`src/rtl/divider_nx4_seq.sv`:
```
// Sequential restoring divider: (N+4)-bit unsigned dividend by 4-bit unsigned divisor,
// one quotient bit per clock, with start/busy/done handshake and divide-by-zero flag.
module divider_nx4_seq #(
    parameter int N = 4
) (
    input  logic           clk,
    input  logic           rst,
    input  logic           start,
    input  logic [N+3:0]   dividend,
    input  logic [3:0]     divisor,
    output logic           busy,
    output logic           done,
    output logic [N+3:0]   quotient,
    output logic [3:0]     remainder,
    output logic           dbz
);

    localparam int W  = N + 4;
    localparam int CW = $clog2(W + 1);

    typedef enum logic [1:0] {
        S_IDLE = 2'b00,
        S_RUN  = 2'b01,
        S_DONE = 2'b10
    } state_t;

    state_t          r_state;
    state_t          w_state_nxt;
    logic [3:0]      r_pr;
    logic [3:0]      w_pr_nxt;
    logic [W-1:0]    r_dq;
    logic [W-1:0]    w_dq_nxt;
    logic [3:0]      r_dvs;
    logic [3:0]      w_dvs_nxt;
    logic [CW-1:0]   r_cnt;
    logic [CW-1:0]   w_cnt_nxt;
    logic [W-1:0]    r_quot;
    logic [W-1:0]    w_quot_nxt;
    logic [3:0]      r_rem;
    logic [3:0]      w_rem_nxt;
    logic            r_dbz;
    logic            w_dbz_nxt;
    logic            r_busy;
    logic            r_done;

    logic [4:0]      w_trial;
    logic            w_qbit;
    logic [3:0]      w_pr_step;
    logic [W-1:0]    w_dq_step;

    // One restoring step. The partial remainder stays below the divisor, so
    // a successful subtraction always fits in 4 bits.
    function automatic logic [4:0] f_restore(input logic [4:0] trial, input logic [3:0] dvs);
        logic [3:0] diff;
        diff = trial[3:0] - dvs;
        if (trial >= {1'b0, dvs}) begin
            f_restore = {1'b1, diff};
        end else begin
            f_restore = {1'b0, trial[3:0]};
        end
    endfunction

    assign w_trial   = {r_pr, r_dq[W-1]};
    assign {w_qbit, w_pr_step} = f_restore(w_trial, r_dvs);
    assign w_dq_step = {r_dq[W-2:0], w_qbit};

    // Next-state and datapath update for the IDLE/RUN/DONE controller.
    always_comb begin
        w_state_nxt = r_state;
        w_pr_nxt    = r_pr;
        w_dq_nxt    = r_dq;
        w_dvs_nxt   = r_dvs;
        w_cnt_nxt   = r_cnt;
        w_quot_nxt  = r_quot;
        w_rem_nxt   = r_rem;
        w_dbz_nxt   = r_dbz;
        case (r_state)
            S_IDLE, S_DONE: begin
                if (start) begin
                    if (divisor != 4'd0) begin
                        w_state_nxt = S_RUN;
                        w_pr_nxt    = 4'd0;
                        w_dq_nxt    = dividend;
                        w_dvs_nxt   = divisor;
                        w_cnt_nxt   = CW'(W);
                    end else begin
                        w_state_nxt = S_DONE;
                        w_quot_nxt  = {W{1'b1}};
                        w_rem_nxt   = 4'd0;
                        w_dbz_nxt   = 1'b1;
                    end
                end else begin
                    w_state_nxt = S_IDLE;
                end
            end
            S_RUN: begin
                w_pr_nxt  = w_pr_step;
                w_dq_nxt  = w_dq_step;
                w_cnt_nxt = r_cnt - CW'(1);
                if (r_cnt == CW'(1)) begin
                    w_state_nxt = S_DONE;
                    w_quot_nxt  = w_dq_step;
                    w_rem_nxt   = w_pr_step;
                    w_dbz_nxt   = 1'b0;
                end else begin
                    w_state_nxt = S_RUN;
                end
            end
            default: begin
                w_state_nxt = S_IDLE;
            end
        endcase
    end

    // State, working registers and committed results.
    always_ff @(posedge clk or posedge rst) begin
        if (rst) begin
            r_state <= S_IDLE;
            r_pr    <= 4'd0;
            r_dq    <= {W{1'b0}};
            r_dvs   <= 4'd0;
            r_cnt   <= {CW{1'b0}};
            r_quot  <= {W{1'b0}};
            r_rem   <= 4'd0;
            r_dbz   <= 1'b0;
            r_busy  <= 1'b0;
            r_done  <= 1'b0;
        end else begin
            r_state <= w_state_nxt;
            r_pr    <= w_pr_nxt;
            r_dq    <= w_dq_nxt;
            r_dvs   <= w_dvs_nxt;
            r_cnt   <= w_cnt_nxt;
            r_quot  <= w_quot_nxt;
            r_rem   <= w_rem_nxt;
            r_dbz   <= w_dbz_nxt;
            r_busy  <= (w_state_nxt == S_RUN);
            r_done  <= (w_state_nxt == S_DONE);
        end
    end

    assign busy      = r_busy;
    assign done      = r_done;
    assign quotient  = r_quot;
    assign remainder = r_rem;
    assign dbz       = r_dbz;

endmodule

```
`config.mk`:
```
export PLATFORM = sky130hd
export DESIGN_NAME = divider_nx4_seq
export DESIGN_NICKNAME = d
export VERILOG_FILES = /design/src/rtl/divider_nx4_seq.sv
export SDC_FILE = /design/constraint.sdc
export NUM_CORES = 1
export LEC_CHECK = 0
export ABC_AREA = 0
export CAP_MARGIN = 5
export CORE_MARGIN = 1.5
export CORE_UTILIZATION = 25
export DETAILED_ROUTE_END_ITERATION = 8
export PLACE_DENSITY = 0.43
export SLEW_MARGIN = 15
export SYNTH_ARGS = -nofsm -noshare
export SYNTH_HDL_FRONTEND = slang
export SYNTH_SLANG_ARGS = --single-unit
```
`constraint.sdc`:
```
create_clock -name clk -period 3.4 [get_ports clk]
set_input_delay 0.51 -clock clk [delete_from_list [all_inputs] [get_ports clk]]
set_output_delay 0.51 -clock clk [all_outputs]
set_load 0.005 [all_outputs]
```
# Word-level counts from Yosys, hierarchy flattened
# Cells that the tools add are included.
dict set report op_classes {
  n_addsub 2
  order_cmp 1
  n_eq_ne 9
  muxes 26
  reduce_logical 7
}
# op n
set ops {}
lappend ops {{2-to-1 mux 8 bit} 5}
lappend ops {{one-hot mux 8 bit (2 select lines)} 2}
lappend ops {{2-to-1 mux 4 bit} 7}
lappend ops {{one-hot mux 4 bit (2 select lines)} 3}
lappend ops {{!= test 2 bit (second input constant)} 4}
lappend ops {{2-to-1 mux 2 bit} 3}
lappend ops {{AND reduction 3 bit} 2}
lappend ops {{greater-or-equal comparator 5 x 4 -> 1 bit} 1}
lappend ops {{2-to-1 mux 5 bit} 1}
lappend ops {{equality test 2 x 1 -> 1 bit (second input constant)} 2}
lappend ops {{equality test 2 bit (second input constant)} 2}
lappend ops {{equality test 4 x 1 -> 1 bit (second input constant)} 1}
lappend ops {{one-hot mux 2 bit (2 select lines)} 1}
lappend ops {{AND reduction 4 bit} 1}
lappend ops {{nonzero test 4 bit} 1}
lappend ops {{subtractor 4 x 1 -> 4 bit (second input constant)} 1}
lappend ops {{subtractor 4 bit} 1}
lappend ops {{2-to-1 mux 1 bit} 3}
lappend ops {{zero test 2 bit} 1}
lappend ops {{one-hot mux 1 bit (2 select lines)} 1}
lappend ops {{nonzero test 2 bit} 1}
lappend ops {{OR reduction 2 bit} 1}
dict set report word_totals {
  register_bits 37
  out_inout_bits 15
  elab_cells 55
}

# Logic depth before layout (Yosys ltp)
# Gate-level depths: netlist of the first run.
dict set report depth {
  ltp_word 5
  mapped_depth 8
  mapped_depth_nobuf 7
}

# Least setup slack after synthesis of the first run
# No wires, ideal clock.
dict set report synth_path {
  path_type {reg-to-reg}
  start {register r_dvs[1]}
  end {register r_pr[1]}
  setup_time_ns 0.083
  arrival_time_ns 1.612
  required_ns 3.317
  slack_ns 1.705
  stages_incl_launch_ff 8
  n_path_buf 1
  path_cell_list {dfrtp_1 -> inv_1 -> ha_1 -> nor4_1 -> a22o_1 -> buf_2 -> mux2_2 -> o21ai_0}
}
dict set report synth_via {
  elab_chain_len 3
  elab_cells_between_ends 4
  classes_between {add/sub (1); order compare (1); mux (2)}
}
# element line
set synth_rtl {}
lappend synth_rtl {{start, declared} 33} ;# logic [3:0] r_dvs;
lappend synth_rtl {{start signal, assigned} 132} ;# r_dvs <= w_dvs_nxt;
lappend synth_rtl {{subtractor 4 bit or greater-or-equal comparator 5 x 4 -> 1 bit (tied branches)} {55, 56}}
lappend synth_rtl {{2-to-1 mux 5 bit *} 56} ;# if (trial >= {1'b0, dvs}) begin
lappend synth_rtl {{one-hot mux 4 bit (2 select lines) *} 77} ;# case (r_state)
lappend synth_rtl {{end signal, assigned} 130} ;# r_pr <= w_pr_nxt;
lappend synth_rtl {{end, declared} 29} ;# logic [3:0] r_pr;
# Mark *: on every way between the ends. The rest lies on a longest branch, timed or not.
# A chain may end at the register's enable or synchronous reset.

# Worst setup path in the final report of the first run
dict set report layout_path {
  start {input port divisor[0]}
  end {register r_quot[1], in the netlist quotient[1]}
}
dict set report layout_via {
  elab_chain_len 3
}
# element line
set layout_rtl {}
lappend layout_rtl {{start, declared} 10} ;# input logic [3:0] divisor,
lappend layout_rtl {{nonzero test 4 bit} 80} ;# if (divisor != 4'd0) begin
lappend layout_rtl {{!= test 2 bit (no source line)} n/a}
lappend layout_rtl {{AND reduction 4 bit (no source line)} n/a}
lappend layout_rtl {{end signal, assigned} 123} ;# r_quot <= {W{1'b0}};
lappend layout_rtl {{end signal, assigned} 134} ;# r_quot <= w_quot_nxt;
lappend layout_rtl {{end, declared} 37} ;# logic [W-1:0] r_quot;
# No other way between the ends.

==> impl_metrics.xml, run 1 <==
<?xml version="1.0" encoding="UTF-8"?>
<metrics>
  <group name="run_status">
    <metric name="run_status" unit="">finished clean</metric>
  </group>
  <group name="final_layout">
    <metric name="layout_common_cells" unit="">sky130_fd_sc_hd__dfrtp_1, sky130_fd_sc_hd__clkdlybuf4s50_1, sky130_fd_sc_hd__nand2_1</metric>
    <metric name="multi_input_area" unit="um^2">696</metric>
    <metric name="area.growth.synth_to_final" unit="%">25.6</metric>
    <metric name="num_antenna_cells" unit="">0</metric>
    <metric name="layout.filler_cells" unit="">702</metric>
    <metric name="final_util" unit="%">32.3</metric>
    <metric name="ff_latch_area" unit="um^2">926</metric>
    <metric name="finalNetCount" unit="">229</metric>
    <metric name="post_route_cells_drive_above_1_share" unit="%">8.21</metric>
    <metric name="final_common_cell" unit="">sky130_fd_sc_hd__dfrtp_1</metric>
  </group>
  <group name="worst_setup_path">
    <metric name="critPathRequiredTime" unit="ns">3.61</metric>
    <metric name="timing_worst_setup_path_type" unit="">input pin to flip-flop</metric>
    <metric name="critical_register_to_register_path_endpoint" unit="">quotient[1]$_DFFE_PP0P_</metric>
    <metric name="r2r_path_start" unit="">r_cnt[1]$_DFFE_PP0P_</metric>
    <metric name="r2r_slack" unit="ns">1.26</metric>
    <metric name="timing.critical_path.fanout_max" unit="">14</metric>
    <metric name="setup.worst_path.start_class" unit="">input pin</metric>
    <metric name="arrival" unit="ns">2.45</metric>
    <metric name="worst_setup_path_end_kind" unit="">flip-flop</metric>
    <metric name="reg2reg_depth" unit="">8</metric>
  </group>
  <group name="floorplan">
    <metric name="die_h" unit="um">86.1</metric>
    <metric name="initial_core_util" unit="%">25.7</metric>
    <metric name="placement_rows" unit="">30</metric>
    <metric name="io_pins" unit="">30</metric>
    <metric name="overall_die_width" unit="um">86.1</metric>
    <metric name="die_area" unit="um^2">7420</metric>
    <metric name="placeableCoreArea" unit="um^2">6720</metric>
  </group>
  <group name="synthesis">
    <metric name="synth_cells" unit="">176</metric>
    <metric name="synth-main-ff-cell" unit="">sky130_fd_sc_hd__dfrtp_1</metric>
    <metric name="synth.net_count" unit="">198</metric>
    <metric name="synth-async-reset-ratio" unit="%">100</metric>
    <metric name="synth_edf_count" unit="">0</metric>
    <metric name="synth.lib_cells_used.distinct" unit="">37</metric>
    <metric name="avgSynthCellArea" unit="um^2">9.82</metric>
    <metric name="synth_area" unit="um^2">1730</metric>
    <metric name="synth_top_cell_by_area" unit="">sky130_fd_sc_hd__dfrtp_1</metric>
    <metric name="synth_top_area_share" unit="%">53.6</metric>
    <metric name="synth_warnings" unit="">0</metric>
    <metric name="post_synthesis_register_bit_count" unit="">37</metric>
    <metric name="synth.top_cells.by_area" unit="">sky130_fd_sc_hd__dfrtp_1, sky130_fd_sc_hd__nand2_1, sky130_fd_sc_hd__ha_1</metric>
    <metric name="part_of_the_yosys_area_used_for_sequential_elements" unit="%">53.6</metric>
  </group>
  <group name="clock_tree">
    <metric name="clk_transition_reported_paths" unit="ns">0.07</metric>
    <metric name="htree_num_levels" unit="">2</metric>
    <metric name="cts_max_path_buffers" unit="">2</metric>
    <metric name="post_cts_resize_count" unit="">0</metric>
    <metric name="post-cts-setup-buffer-count" unit="">0</metric>
    <metric name="tritoncts" unit="">done</metric>
    <metric name="clockRootBuffer" unit="">sky130_fd_sc_hd__clkbuf_8</metric>
    <metric name="cts.sinks" unit="">37</metric>
    <metric name="worst_skew_pair.late_latency" unit="ns">0.28</metric>
    <metric name="cts_made_buffers" unit="">5</metric>
    <metric name="cts_hold_buffers" unit="">0</metric>
  </group>
  <group name="sta">
    <metric name="postLayoutSetupSlackWorst" unit="ns">1.16</metric>
    <metric name="max_slew_violation_count" unit="">0</metric>
    <metric name="finalClockSkew" unit="ns">0.00563</metric>
    <metric name="finalHoldViolations" unit="">0</metric>
    <metric name="tns" unit="ns">0</metric>
    <metric name="fmax" unit="MHz">447</metric>
    <metric name="final.min_clock_period" unit="ns">2.24</metric>
    <metric name="relSlewSlack" unit="%">59.7</metric>
    <metric name="unrepaired_setup_endpoints_after_global_routing" unit="">false</metric>
    <metric name="setup-violations-final" unit="">0</metric>
    <metric name="final.period_utilization" unit="%">65.8</metric>
    <metric name="tightestPinTransition" unit="ns">0.605</metric>
  </group>
  <group name="grt">
    <metric name="grt-ovfl-total" unit="">0</metric>
    <metric name="grt_max_degree" unit="">29</metric>
    <metric name="grt_pass1_vias" unit="">1308</metric>
    <metric name="grt_usage" unit="%">12.3</metric>
    <metric name="grt_first_pass_wirelength" unit="um">6820</metric>
    <metric name="initial_antenna_violation_count" unit="">0</metric>
  </group>
  <group name="power_and_ir_drop">
    <metric name="netSwitchingPower" unit="mW">0.817</metric>
    <metric name="p_int" unit="mW">1.30</metric>
    <metric name="p_comb_share" unit="%">49.1</metric>
    <metric name="power_switching_share" unit="%">38.6</metric>
    <metric name="power_share_of_the_sequential_group" unit="%">36.3</metric>
    <metric name="vdd_ir_drop_max" unit="mV">0.314</metric>
    <metric name="p_per_area" unit="nW/um^2">977</metric>
    <metric name="power.static_leakage" unit="nW">0.922</metric>
    <metric name="power_frac_clock" unit="%">14.6</metric>
  </group>
  <group name="placed_design">
    <metric name="globalplace.congestion" unit="">0.834</metric>
    <metric name="dp_slack" unit="ns">0.866</metric>
    <metric name="detailed_placement_hpwl" unit="um">2990</metric>
    <metric name="portBuffers" unit="">29</metric>
  </group>
  <group name="detailed_routing">
    <metric name="routedWlPerCell" unit="um">14.1</metric>
    <metric name="remaining_drc_errors" unit="">0</metric>
    <metric name="wirelength" unit="um">4060</metric>
    <metric name="drtPass1Iterations" unit="">4</metric>
    <metric name="ant_nets" unit="">0</metric>
    <metric name="routed-via-count" unit="">1319</metric>
    <metric name="detailedRoute.firstIterationViolations" unit="">32</metric>
    <metric name="avg_vias_per_cell" unit="">4.60</metric>
  </group>
  <group name="min_path">
    <metric name="hp-class" unit="">input pin to asynchronous set/reset pin</metric>
  </group>
  <group name="flow_run">
    <metric name="cap_viol_max_count" unit="">0</metric>
  </group>
</metrics>
[critical path: stages]
cell and delay, ns:
sky130_fd_sc_hd__clkdlybuf4s50_1 0.43, sky130_fd_sc_hd__or4_4 0.58, sky130_fd_sc_hd__o21ai_2 0.51, sky130_fd_sc_hd__buf_4 0.27, sky130_fd_sc_hd__nor2_1 0.05, sky130_fd_sc_hd__a21oi_1 0.10
[how the worst max path moves through the flow]
stage	startpoint	to	slack (ns)	depth (start not counted)
2_1_floorplan	r_dvs[1]$_DFFE_PP0P_	r_pr[1]$_DFFE_PP0P_	1.71	7
4_1_cts	divisor[0]	quotient[1]$_DFFE_PP0P_	1.16	6
5_1_grt	divisor[0]	quotient[5]$_DFFE_PP0P_	1.03	6
3_5_place_dp	divisor[0]	quotient[1]$_DFFE_PP0P_	0.87	6
6_report	divisor[0]	quotient[1]$_DFFE_PP0P_	1.16	6
3_3_place_gp	divisor[0]	quotient[3]$_DFFE_PP0P_	0.91	6
[power by group through the flow]
stage	Clock [mW]	Sequential, mW	Combinational [mW]
6_report	0.310	0.769	1.04
5_1_grt	0.342	0.800	1.20
4_1_cts	0.321	0.774	1.07
3_5_place_dp	0	0.781	1.06
3_3_place_gp	0	0.780	1.07
2_1_floorplan	0	0.758	0.730
[metal layers]
layer | share of wire [%] | global-route usage, % | up-vias
li1 | - | - | 661
met1 | 50 | 16.9 | 633
met2 | 45 | 19.0 | 20
met3 | 3.1 | 2.98 | 5
met4 | 1.3 | 3.96 | 0
met5 | 0 | 0 | -
[area by class of cell]
class                           instances  share of cell area, %
Sequential cell                        37                   42.7
Multi-Input combinational cell        118                   32.1
Timing Repair Buffer                   32                   14.4
Tap cell                               80                   4.61
Clock buffer                            7                   3.98
Inverter                               13                   2.25
[Yosys cell counts, drive strengths merged, types with 2 or more instances]
cell type,n
dfrtp,37
nand2,22
nor2,19
o21ai,16
inv,13
a21oi,11
a31oi,8
nand3,7
buf,6
ha,6
o22ai,4
nand2b,3
a22o,2
clkbuf,2
mux2,2
nor2b,2
nor3,2
nor4,2
[through the flow]
stage                     std cells  area (um^2)  power, mW  hold slack (ns)
final                           287         2170       2.12            0.487
after global routing            287         2170       2.34            0.502
after CTS                       287         2170       2.16            0.495
after detailed placement        280         2080       1.84            0.479
after global placement          280         2080       1.85            0.483
after floorplan                 176         1730       1.49            0.463
[registers in the layout, indices dropped and copies added (netlist names)]
name and cells:
done 1, r_pr 4, dbz 1, r_dvs 4
quotient 8, r_dq 8, r_state 2, busy 1
r_cnt 4, remainder 4
[logic make-up after synthesis]
family          share of synthesized area (%)
simple gates                             16.4
compound gates                           15.4
flops                                    53.6
buf+inv                                  6.15
fa+ha+maj                                5.50
mux                                      1.88
xor+xnor                                 1.01
No activity file was read; power rests on OpenSTA's default activity.
==> inputs of run 2 (changes only) <==
==> constraint.sdc (replaced) <==
create_clock -name clk -period 2.2 [get_ports clk]
set_input_delay 0.33 -clock clk [delete_from_list [all_inputs] [get_ports clk]]
set_output_delay 0.33 -clock clk [all_outputs]
set_load 0.005 [all_outputs]
==> impl_metrics.xml, run 2 (synthesis gave the netlist of run 1 again) <==
<?xml version="1.0" encoding="UTF-8"?>
<metrics>
  <group name="run_status">
    <metric name="run_status" unit="">finished clean</metric>
  </group>
  <group name="final_layout">
    <metric name="post_route_cells_drive_above_1_share" unit="%">11.3</metric>
    <metric name="layout_common_cells" unit="">sky130_fd_sc_hd__dfrtp_1, sky130_fd_sc_hd__clkdlybuf4s50_1, sky130_fd_sc_hd__nand2_1</metric>
    <metric name="finalNetCount" unit="">234</metric>
    <metric name="area.growth.synth_to_final" unit="%">29.5</metric>
    <metric name="final_common_cell" unit="">sky130_fd_sc_hd__dfrtp_1</metric>
    <metric name="layout.filler_cells" unit="">694</metric>
    <metric name="layout.cells.non_filler" unit="">293</metric>
    <metric name="num_antenna_cells" unit="">0</metric>
  </group>
  <group name="power_and_ir_drop">
    <metric name="netSwitchingPower" unit="mW">1.29</metric>
    <metric name="power_share_of_the_sequential_group" unit="%">34.2</metric>
    <metric name="p_per_area" unit="nW/um^2">1550</metric>
    <metric name="fin_total_pwr" unit="mW">3.47</metric>
    <metric name="vdd_ir_drop_max" unit="mV">0.530</metric>
    <metric name="power.static_leakage" unit="nW">0.961</metric>
    <metric name="power_frac_clock" unit="%">17.9</metric>
    <metric name="p_comb_share" unit="%">47.9</metric>
    <metric name="power_switching_share" unit="%">37.2</metric>
    <metric name="p_int" unit="mW">2.18</metric>
  </group>
  <group name="placed_design">
    <metric name="detailed_placement_hpwl" unit="um">2880</metric>
    <metric name="dp_slack" unit="ns">0.176</metric>
    <metric name="portBuffers" unit="">29</metric>
    <metric name="numPlacedInstances" unit="">285</metric>
    <metric name="globalplace.congestion" unit="">0.713</metric>
  </group>
  <group name="worst_setup_path">
    <metric name="setup.worst_path.start_class" unit="">flip-flop</metric>
    <metric name="list_of_cells_traversed_by_the_critical_path" unit="">inv_1, ha_1, nor4_1, a22o_2, mux2_2, o21ai_0</metric>
    <metric name="critPathRequiredTime" unit="ns">2.41</metric>
    <metric name="critical_register_to_register_path_endpoint" unit="">r_pr[0]$_DFFE_PP0P_</metric>
    <metric name="worst_path_max_delay_cell" unit="">sky130_fd_sc_hd__dfrtp_1</metric>
    <metric name="r2r_slack" unit="ns">0.32</metric>
    <metric name="arrival" unit="ns">2.09</metric>
    <metric name="timing_worst_setup_path_type" unit="">flip-flop to flip-flop</metric>
    <metric name="timing.critical_path.fanout_max" unit="">7</metric>
    <metric name="cpPeakStageDelay" unit="ns">0.39</metric>
    <metric name="reg2reg_depth" unit="">6</metric>
    <metric name="r2r_path_start" unit="">r_dvs[1]$_DFFE_PP0P_</metric>
    <metric name="worst_setup_path_end_kind" unit="">flip-flop</metric>
  </group>
  <group name="clock_tree">
    <metric name="tritoncts" unit="">done</metric>
    <metric name="htree_num_levels" unit="">2</metric>
    <metric name="cts.sinks" unit="">37</metric>
    <metric name="cts_made_buffers" unit="">5</metric>
    <metric name="cts_hold_buffers" unit="">0</metric>
    <metric name="cts_max_path_buffers" unit="">2</metric>
    <metric name="clk_transition_reported_paths" unit="ns">0.08</metric>
    <metric name="post_cts_resize_count" unit="">0</metric>
    <metric name="post-cts-setup-buffer-count" unit="">0</metric>
    <metric name="worst_skew_pair.late_latency" unit="ns">0.29</metric>
    <metric name="clockRootBuffer" unit="">sky130_fd_sc_hd__clkbuf_8</metric>
  </group>
  <group name="detailed_routing">
    <metric name="routed-via-count" unit="">1357</metric>
    <metric name="wirelength" unit="um">3990</metric>
    <metric name="routedWlPerCell" unit="um">13.6</metric>
    <metric name="ant_nets" unit="">0</metric>
    <metric name="drtPass1Iterations" unit="">4</metric>
    <metric name="detailedRoute.firstIterationViolations" unit="">52</metric>
    <metric name="remaining_drc_errors" unit="">0</metric>
    <metric name="avg_vias_per_cell" unit="">4.63</metric>
  </group>
  <group name="floorplan">
    <metric name="initial_core_util" unit="%">25.7</metric>
    <metric name="die_area" unit="um^2">7420</metric>
    <metric name="overall_die_width" unit="um">86.1</metric>
    <metric name="placement_rows" unit="">30</metric>
    <metric name="io_pins" unit="">30</metric>
    <metric name="die_h" unit="um">86.1</metric>
    <metric name="placeableCoreArea" unit="um^2">6720</metric>
  </group>
  <group name="flow_run">
    <metric name="cap_viol_max_count" unit="">0</metric>
  </group>
  <group name="sta">
    <metric name="max_slew_violation_count" unit="">0</metric>
    <metric name="final.period_utilization" unit="%">85.5</metric>
    <metric name="finalHoldViolations" unit="">0</metric>
    <metric name="postLayoutSetupSlackWorst" unit="ns">0.319</metric>
    <metric name="unrepaired_setup_endpoints_after_global_routing" unit="">false</metric>
    <metric name="tightestPinTransition" unit="ns">0.489</metric>
    <metric name="final.min_clock_period" unit="ns">1.88</metric>
    <metric name="relSlewSlack" unit="%">67.4</metric>
    <metric name="finalClockSkew" unit="ns">0.00998</metric>
    <metric name="setup-violations-final" unit="">0</metric>
    <metric name="tns" unit="ns">0</metric>
    <metric name="fmax" unit="MHz">531</metric>
  </group>
  <group name="grt">
    <metric name="use_met2" unit="%">18.1</metric>
    <metric name="top_usage_layer" unit="">met2</metric>
    <metric name="grt_pass1_vias" unit="">1362</metric>
    <metric name="initial_antenna_violation_count" unit="">0</metric>
    <metric name="groute.layer.met1.usage" unit="%">16.7</metric>
    <metric name="grtUsageMet3" unit="%">2.69</metric>
    <metric name="grt_usage" unit="%">11.8</metric>
    <metric name="grt-ovfl-total" unit="">0</metric>
    <metric name="grt_max_degree" unit="">38</metric>
    <metric name="grt_first_pass_wirelength" unit="um">6750</metric>
  </group>
  <group name="min_path">
    <metric name="hp-class" unit="">input pin to asynchronous set/reset pin</metric>
  </group>
</metrics>
[run 2: layout make-up]
| type | instances | area [um^2] | area share [%] |
|---|---|---|---|
| Multi-Input combinational cell | 118 | 697 | 31.1 |
| Tap cell | 80 | 100 | 4.47 |
| Clock inverter | 1 | 30.0 | 1.34 |
| Timing Repair Buffer | 37 | 350 | 15.7 |
| Sequential cell | 37 | 926 | 41.4 |
| Inverter | 13 | 48.8 | 2.18 |
| Clock buffer | 7 | 86.3 | 3.86 |
[run 2: per-stage QoR]
stage / utilization (%) / hold slack, ns / cell area, um^2
6_report: 33.3 / 0.446 / 2240
5_1_grt: 33.3 / 0.502 / 2240
4_1_cts: 33.3 / 0.477 / 2240
3_5_place_dp: 31.6 / 0.483 / 2120
3_3_place_gp: 31.6 / 0.478 / 2120
2_1_floorplan: - / 0.447 / 1730
[run 2: power groups by stage]
| stage | Sequential [mW] | Clock (mW) | Combinational (mW) |
|---|---|---|---|
| floorplan | 1.17 | 0 | 1.13 |
| global placement | 1.20 | 0 | 1.68 |
| detailed placement | 1.20 | 0 | 1.69 |
| CTS | 1.19 | 0.638 | 1.69 |
| global route | 1.22 | 0.666 | 1.93 |
| finish | 1.18 | 0.621 | 1.66 |
[run 2: worst max-delay path, delay by kind of cell, from the launching register on]
kind / cells / cell delay, ns
AOI/OAI and AO/OA: 2 / 0.47
adders and majority gates: 1 / 0.20
buffers and inverters: 1 / 0.07
DFF: 1 / 0.39
muxes: 1 / 0.38
and+or+nand+nor: 1 / 0.29
[run 2: worst max path at each step]
| stage | startpoint | end | slack, ns | cells past startpoint |
|---|---|---|---|---|
| after CTS | r_dvs[1]$_DFFE_PP0P_ | r_pr[0]$_DFFE_PP0P_ | 0.19 | 6 |
| final | r_dvs[1]$_DFFE_PP0P_ | r_pr[0]$_DFFE_PP0P_ | 0.32 | 6 |
| after global routing | r_dq[7]$_DFFE_PP0P_ | r_pr[1]$_DFFE_PP0P_ | 0.11 | 6 |
| after global placement | divisor[1] | quotient[0]$_DFFE_PP0P_ | 0.19 | 6 |
| after detailed placement | divisor[0] | r_dq[1]$_DFFE_PP0P_ | 0.18 | 5 |
| after floorplan | r_dvs[1]$_DFFE_PP0P_ | r_pr[1]$_DFFE_PP0P_ | 0.51 | 7 |
[run 2: layer usage]
metal | wire, um | up-vias
met5 | 0 | -
met4 | 43 | 0
met3 | 117 | 5
met2 | 1790 | 28
met1 | 2040 | 653
li1 | - | 671
==> inputs of run 3 (changes only) <==
--- a/config.mk
+++ b/config.mk
@@ -10,6 +10,7 @@
 export CORE_MARGIN = 1.5
 export CORE_UTILIZATION = 25
 export DETAILED_ROUTE_END_ITERATION = 8
+export GPL_ROUTABILITY_DRIVEN = 0
 export PLACE_DENSITY = 0.43
 export SLEW_MARGIN = 15
 export SYNTH_ARGS = -nofsm -noshare
==> results of run 3 <==
The final DEF is identical to that of run 2; final timing and power are the same.
